`config.mk`:
```
export PLATFORM = sky130hd
export DESIGN_NAME = int_commit_unit
export DESIGN_NICKNAME = d
export VERILOG_FILES = /design/src/rtl/expipe_pkg.sv /design/src/rtl/len5_pkg.sv /design/src/rtl/int_commit_unit_instret.sv /design/src/rtl/int_commit_unit.sv
export SDC_FILE = /design/constraint.sdc
export NUM_CORES = 1
export LEC_CHECK = 0
export CORE_MARGIN = 2
export CORE_UTILIZATION = 35
export DETAILED_ROUTE_END_ITERATION = 8
export DONT_BUFFER_PORTS = 1
export PLACE_DENSITY = 0.53
export SYNTH_ARGS = -nofsm -noshare
export SYNTH_HDL_FRONTEND = slang
export SYNTH_SLANG_ARGS = --single-unit
```
`constraint.sdc`:
```
create_clock -name clk_i -period 6.9 [get_ports clk_i]
set_clock_uncertainty 0.2 [all_clocks]
set_input_delay 1.38 -clock clk_i [delete_from_list [all_inputs] [get_ports clk_i]]
set_output_delay 1.38 -clock clk_i [all_outputs]
set_load 0.01 [all_outputs]
```
`src/rtl/expipe_pkg.sv`:
```
// Execution-pipeline shared types: ROB index, exception cause and commit FSM states.
package expipe_pkg;
  localparam int unsigned ROB_DEPTH       = 8;
  localparam int unsigned ROB_IDX_LEN     = $clog2(ROB_DEPTH);
  localparam int unsigned EXCEPT_CODE_LEN = 4;

  typedef logic [ROB_IDX_LEN-1:0]     rob_idx_t;
  typedef logic [EXCEPT_CODE_LEN-1:0] except_code_t;

  localparam except_code_t E_INSTR_ADDR_MISALIGNED = 4'h0;
  localparam except_code_t E_INSTR_ACCESS_FAULT    = 4'h1;
  localparam except_code_t E_ILLEGAL_INSTRUCTION   = 4'h2;
  localparam except_code_t E_BREAKPOINT            = 4'h3;

  typedef enum logic [1:0] {
    S_RUN    = 2'd0,
    S_EXCEPT = 2'd1,
    S_FLUSH  = 2'd2
  } commit_state_t;
endpackage

```
`src/rtl/len5_pkg.sv`:
```
// Global LEN5 core parameters shared by every pipeline stage.
package len5_pkg;
  localparam int unsigned XLEN = 64;
endpackage

```
`src/rtl/int_commit_unit_instret.sv`:
```
// 64-bit retired-instruction counter, enable-only, wraps to zero.
// Exists only when LEN5_COMMIT_INSTRET_EN is defined.
`ifdef LEN5_COMMIT_INSTRET_EN
module int_commit_unit_instret (
  input  logic        clk_i,
  input  logic        rst_i,
  input  logic        en_i,
  output logic [63:0] cnt_o
);
  logic [63:0] cnt_q;
  logic [63:0] cnt_d;

  always_comb begin
    if (en_i) begin
      cnt_d = cnt_q + 64'd1;
    end else begin
      cnt_d = cnt_q;
    end
  end

  always_ff @(posedge clk_i or posedge rst_i) begin
    if (rst_i) begin
      cnt_q <= 64'd0;
    end else begin
      cnt_q <= cnt_d;
    end
  end

  assign cnt_o = cnt_q;
endmodule
`endif

```
`src/rtl/int_commit_unit.sv`:
```
// In-order integer commit stage: RF write + status-table notification, exception hand-off and flush.
// Optional retired-instruction counter enabled by LEN5_COMMIT_INSTRET_EN.
module int_commit_unit
  import expipe_pkg::*;
#(
  parameter  int unsigned REG_NUM   = 32,
  parameter  int unsigned XLEN      = len5_pkg::XLEN,
  localparam int unsigned RegIdxLen = $clog2(REG_NUM)
) (
  input  logic                 clk_i,
  input  logic                 rst_i,
  input  logic                 rob_head_valid_i,
  output logic                 rob_head_ready_o,
  input  rob_idx_t             rob_head_rob_idx_i,
  input  logic                 rob_head_rd_upd_i,
  input  logic [RegIdxLen-1:0] rob_head_rd_idx_i,
  input  logic [XLEN-1:0]      rob_head_value_i,
  input  logic                 rob_head_except_i,
  input  except_code_t         rob_head_except_code_i,
  input  logic [XLEN-1:0]      rob_head_pc_i,
  output logic                 rf_wr_en_o,
  output logic [RegIdxLen-1:0] rf_wr_idx_o,
  output logic [XLEN-1:0]      rf_wr_data_o,
  output logic                 comm_valid_o,
  output logic [RegIdxLen-1:0] comm_rd_idx_o,
  output logic                 except_valid_o,
  input  logic                 except_ready_i,
  output except_code_t         except_code_o,
  output logic [XLEN-1:0]      except_pc_o,
  output logic                 flush_o
`ifdef LEN5_COMMIT_INSTRET_EN
  ,
  output logic [63:0]          instret_o
`endif
);
  function automatic logic writes_rf(input logic rd_upd, input logic [RegIdxLen-1:0] rd_idx);
    return rd_upd && (rd_idx != {RegIdxLen{1'b0}});
  endfunction

  commit_state_t          state_q;
  logic                   rf_wr_en_q;
  logic [RegIdxLen-1:0]   rf_wr_idx_q;
  logic [XLEN-1:0]        rf_wr_data_q;
  logic                   comm_valid_q;
  logic [RegIdxLen-1:0]   comm_rd_idx_q;
  logic                   except_valid_q;
  except_code_t           except_code_q;
  logic [XLEN-1:0]        except_pc_q;
  logic                   flush_q;

  logic                   head_fire_s;
  logic                   head_wr_s;
  logic                   unused_rob_idx_s;

  // The ROB index is carried for tracing only; commit order is implied by the head.
  assign unused_rob_idx_s = ^rob_head_rob_idx_i;

  assign head_fire_s = rob_head_valid_i && (state_q == S_RUN);
  assign head_wr_s   = writes_rf(rob_head_rd_upd_i, rob_head_rd_idx_i);

  always_ff @(posedge clk_i or posedge rst_i) begin
    if (rst_i) begin
      state_q        <= S_RUN;
      rf_wr_en_q     <= 1'b0;
      rf_wr_idx_q    <= {RegIdxLen{1'b0}};
      rf_wr_data_q   <= {XLEN{1'b0}};
      comm_valid_q   <= 1'b0;
      comm_rd_idx_q  <= {RegIdxLen{1'b0}};
      except_valid_q <= 1'b0;
      except_code_q  <= {EXCEPT_CODE_LEN{1'b0}};
      except_pc_q    <= {XLEN{1'b0}};
      flush_q        <= 1'b0;
    end else begin
      // Write and notification strobes are single-cycle pulses.
      rf_wr_en_q   <= 1'b0;
      comm_valid_q <= 1'b0;
      flush_q      <= 1'b0;
      case (state_q)
        S_RUN: begin
          if (head_fire_s) begin
            if (rob_head_except_i) begin
              except_valid_q <= 1'b1;
              except_code_q  <= rob_head_except_code_i;
              except_pc_q    <= rob_head_pc_i;
              state_q        <= S_EXCEPT;
            end else begin
              rf_wr_en_q    <= head_wr_s;
              comm_valid_q  <= head_wr_s;
              rf_wr_idx_q   <= rob_head_rd_idx_i;
              rf_wr_data_q  <= rob_head_value_i;
              comm_rd_idx_q <= rob_head_rd_idx_i;
            end
          end
        end
        S_EXCEPT: begin
          if (except_ready_i) begin
            except_valid_q <= 1'b0;
            flush_q        <= 1'b1;
            state_q        <= S_FLUSH;
          end
        end
        S_FLUSH: begin
          state_q <= S_RUN;
        end
        default: begin
          except_valid_q <= 1'b0;
          state_q        <= S_RUN;
        end
      endcase
    end
  end

  assign rob_head_ready_o = (state_q == S_RUN);
  assign rf_wr_en_o       = rf_wr_en_q;
  assign rf_wr_idx_o      = rf_wr_idx_q;
  assign rf_wr_data_o     = rf_wr_data_q;
  assign comm_valid_o     = comm_valid_q;
  assign comm_rd_idx_o    = comm_rd_idx_q;
  assign except_valid_o   = except_valid_q;
  assign except_code_o    = except_code_q;
  assign except_pc_o      = except_pc_q;
  assign flush_o          = flush_q;

`ifdef LEN5_COMMIT_INSTRET_EN
  int_commit_unit_instret commit_instret_cnt (
    .clk_i (clk_i),
    .rst_i (rst_i),
    .en_i  (head_fire_s && !rob_head_except_i),
    .cnt_o (instret_o)
  );
`endif
endmodule

```
==> Yosys cells after proc, flatten, opt, wreduce, memory -nomap -nowiden <==
Cells that the tools add are included.
{ "totals": {"regBits": 142, "in_bits": 146, "out_inout_bits": 147, "elab_cells": 36} }
{ "op_classes": {"eq_ne": 5, "muxes": 13, "n_bitwise": 2, "n_reduce_logical": 8} }
{ "op_table": {"columns": ["op", "n"], "rows": [
  ["3-bit AND reduction", 3],
  ["1-bit two-way mux", 8],
  ["2-bit two-way mux", 3],
  ["5-bit nonzero test", 1],
  ["2-bit by 1-bit != test with 1-bit output, second input constant", 2],
  ["2-bit case mux with 2 select lines", 1],
  ["4-bit AND reduction", 1],
  ["1-bit case mux with 3 select lines", 1],
  ["2-bit by 1-bit == test with 1-bit output, second input constant", 1],
  ["2-bit == test, second input constant", 1],
  ["1-bit logical AND", 2],
  ["2-bit zero test", 1],
  ["2-bit != test, second input constant", 1],
  ["1-bit NOT", 2]
]} }

==> Logic depth before layout (Yosys ltp) <==
{ "logic_depth": {"ltp_word": 5, "mapped_depth": 4, "mapped_depth_nobuf": 2} }

==> Worst setup path before layout <==
No wires, ideal clock.
{ "synth_path": {"path_kind": "input -> register", "start": "input rob_head_except_i", "end": "register rf_wr_data_q[51], in the netlist rf_wr_data_o[51]", "setup_time_ps": 125, "arrival_ps": 2385, "required_time_ps": 6575, "slack_ps": 4190, "cell_stages": 3, "n_path_buf": 1, "path_cell_list": "nor4b_4 -> buf_6 -> mux2_4"} }
{ "synth_via": {"elab_chain_cells": 2} }
{ "synth_lines": {"columns": ["element", "line_no", "source"], "rows": [
  ["from (decl)", "int_commit_unit.sv:18", "input logic rob_head_except_i,"],
  ["1-bit NOT (no source line)", null, null],
  ["3-bit AND reduction (no source line)", null, null],
  ["to (signal assigned)", "int_commit_unit.sv:66", "rf_wr_data_q <= {XLEN{1'b0}};"],
  ["to (signal assigned)", "int_commit_unit.sv:90", "rf_wr_data_q <= rob_head_value_i;"],
  ["to (decl)", "int_commit_unit.sv:43", "logic [XLEN-1:0] rf_wr_data_q;"]
]} }
Every way passes these cells.
A chain may end at the register's enable or synchronous reset.

==> Final worst setup path <==
{ "layout_path": {"start": "input rob_head_except_i", "end": "register except_pc_q[42], in the netlist except_pc_o[42]"} }
{ "layout_via": {"elab_chain_cells": 1} }
{ "layout_lines": {"columns": ["element", "line_no", "source"], "rows": [
  ["3-bit AND reduction (no source line)", null, null],
  ["to (signal assigned)", "int_commit_unit.sv:71", "except_pc_q <= {XLEN{1'b0}};"],
  ["to (signal assigned)", "int_commit_unit.sv:84", "except_pc_q <= rob_head_pc_i;"],
  ["to (decl)", "int_commit_unit.sv:48", "logic [XLEN-1:0] except_pc_q;"]
]} }
Every way passes these cells.

==> impl_metrics.ini <==
[place]
io_buffers = 0
hpwl_um = 7320
gp_congestion = 0.679
dp.cells = 482
dp_slack_ns = 3.78

[setup_path]
critical_path.slowest_cell = and4bb_4
crit_type = input pin to register
cp.required_ns = 6.99
path_cells = and4bb_4 > mux2_2
rrSetupSlack_ns = 4.63
cpLargestDelayFamily = simple AND/OR/NAND/NOR gates
crit_arrival_ns = 2.77
path_buf_inv = 0
cp_max_fo = 70
cp-start-kind = input pin
cp-end-kind = register
critPathMaxStageDelay_ns = 0.88

[synthesis]
yosys-top-cells-area = dfrtp_1 (66%), mux2_2 (26%), mux2_4 (2.8%)
synth_top_family_by_area = multiplexers
yosys_warnings = 0
syn-num-nets = 459
yosys.area.top_type_share_pct = 65.8
netlist_instances = 313
synth_area_um2 = 5400
synth_fa_ha_area_share_pct = 0
avgSynthCellArea_um2 = 17.2
yosys.area_share.simple_pct = 1.16
yosysMostFrequentCell = dfrtp_1
synthArstFlopShare_pct = 100
synthTopCellsByCount = dfrtp_1 (142), mux2_2 (125), mux2_4 (10)
synthFlopType = dfrtp_1
synth_seq_cells = 142
synth-seq-area-share_pct = 65.8
synth-compound-area-share_pct = 0.556
synth.mux.area_fraction_pct = 29.3
synth_edf_count = 0
synthXorXnorAreaFrac_pct = 0
yosysTopAreaCell = dfrtp_1
synth.distinct_cells = 17

[route]
wl_per_cell_um = 20.3
dr.pass1.iters = 4
vias_per_cell = 5.07
wl_um = 10400
drcViolationCount = 0
dr.first_iter.drc_count = 58
detail-route-antenna-nets = 0
dr_total_vias = 2608

[die]
design.core.area_um2 = 15100
initial_core_util_pct = 35.6
die_area_um2 = 16400
fp.dieH_um = 128
num_io_pins = 293
chipWidth_um = 128
std_cell_rows = 45

[clocking]
postCtsHoldBufs = 0
clk_latency_ns = 0.40
cts_tree = yes
cts_made_buffers = 17
cts_post_setup_buffers_inserted = 0
cts.path.max_buffers = 2
ctsResizeCount = 0
root_buffer = clkbuf_16
htreeDepth = 4
clock_sinks = 142
clk_pin_slew_worst_paths_ns = 0.06

[global_route]
grt.overflow.total = 0
grt.met2_usage_pct = 19.1
antenna_found_initial = 1
grtUsageMet3_pct = 8.93
track_usage_pct = 12.3
first_global_vias = 2767
grt_pass1_wl_um = 15200
busiest_layer = met2
grtUsageMet1_pct = 12.3
grt_max_degree = 82

[sta]
final-hold-violation-count = 0
rsz0062_at_grt = false
worst_slack_ns = 4.22
final.setup.tns_ns = 0
worstMarginPinSlew_ns = 1.03
whs_ns = 0.372
finalCritPeriodShare_pct = 38.8
setup_viol = 0
fmax_mhz = 373
fin_crit_ns = 2.68
maxSlewHeadroom_pct = 31.0
slew_violations = 0

[pwr]
p_per_area_nw_per_um2 = 421
vdd_ir_drop_max_mv = 0.173
p_leak_nw = 2.57

[layout]
nFillCells = 1394
nNetsFinal = 459
drive_above_1_share_pct = 52.1
n_antenna_cell = 0
final_cells = 514
area_growth_syn_to_layout_pct = 13.2
post-route-util_pct = 40.3

[run]
cap_violations = 0

[min_path]
hold_path.class = register to register

[outcome]
status = complete, no violations
-- worst register-to-register path: stages (launching register included) --
cell,delay (ns)
dfrtp_1,0.43
and4bb_4,1.01
mux2_2,0.51
-- final cells by class --
| class | instances | area, um^2 | area share [%] |
|---|---|---|---|
| clock buffers | 21 | 460 | 7.54 |
| inverters | 2 | 12.5 | 0.205 |
| repair buffers | 2 | 15.0 | 0.246 |
| flip-flops and latches | 142 | 3550 | 58.2 |
| multi-input cells | 148 | 1680 | 27.4 |
| clock inverters | 11 | 156 | 2.56 |
| well taps | 188 | 235 | 3.85 |
-- routing by layer --
| layer | vias to the layer above | part of all wire (%) |
|---|---|---|
| met1 | 1307 | 35 |
| met4 | 0 | 1.3 |
| met3 | 10 | 15 |
| met2 | 191 | 49 |
| met5 | - | 0 |
| li1 | 1100 | - |
-- worst paths after layout --
path / from / end / cells past startpoint
setup / recovery: rob_head_except_i / except_pc_o[42] / 2
hold / removal: rf_wr_data_o[22] / rf_wr_data_o[22] / 1
setup reg to reg: state_q[1] / except_pc_o[42] / 2
hold reg to reg: rf_wr_data_o[22] / rf_wr_data_o[22] / 1
max in group asynchronous: rst_i / rf_wr_data_o[39] / 2
min in group asynchronous: rst_i / rf_wr_data_o[41] / 1
-- sequential cells by signal, summed over array words and instances, names as in the netlist --
| signal | flops |
|---|---|
| except_pc_o | 64 |
| flush_o | 1 |
| except_code_o | 4 |
| comm_rd_idx_o | 5 |
| comm_valid_o | 1 |
| except_valid_o | 1 |
| rf_wr_data_o | 64 |
| state_q | 2 |
-- metrics by stage --
step,power (mW),cell area (um^2)
after floorplan,1.58,5400
after global placement,1.64,5490
after detailed placement,1.66,5490
after CTS,2.61,6110
after global routing,2.70,6110
final,2.57,6110
-- kinds of logic (layout without fill, tap and decap cells) --
logic type	Yosys count	in the layout
muxes	137	137
buffers and inverters	23	36
and+or+nand+nor	7	7
DFF	142	142
AOI/OAI and AO/OA	4	4
-- placed cells by master (no fill, tap or decap) --
master and n:
dfrtp_1 142, mux2_2 125, clkbuf_16 17, mux2_4 10
inv_6 4, nor2_1 3, bufinv_16 3, clkinvlp_4 3
mux2_1 2, clkbuf_1 2, clkinv_4 2, clkbuf_8 2
buf_4 2, and4bb_4 1, nor4b_4 1, or2b_1 1
o21bai_1 1, inv_1 1, or4_1 1, o211a_1 1
o21ai_0 1, a21o_1 1
-- where the power goes --
part           leakage [nW]  switching (mW)  internal (mW)
clock                 0.291           0.348          0.593
combinational         0.606          0.0943          0.192
sequential             1.67           0.282           1.06
total                  2.57           0.724           1.85
No activity file was read; power rests on OpenSTA's default activity.
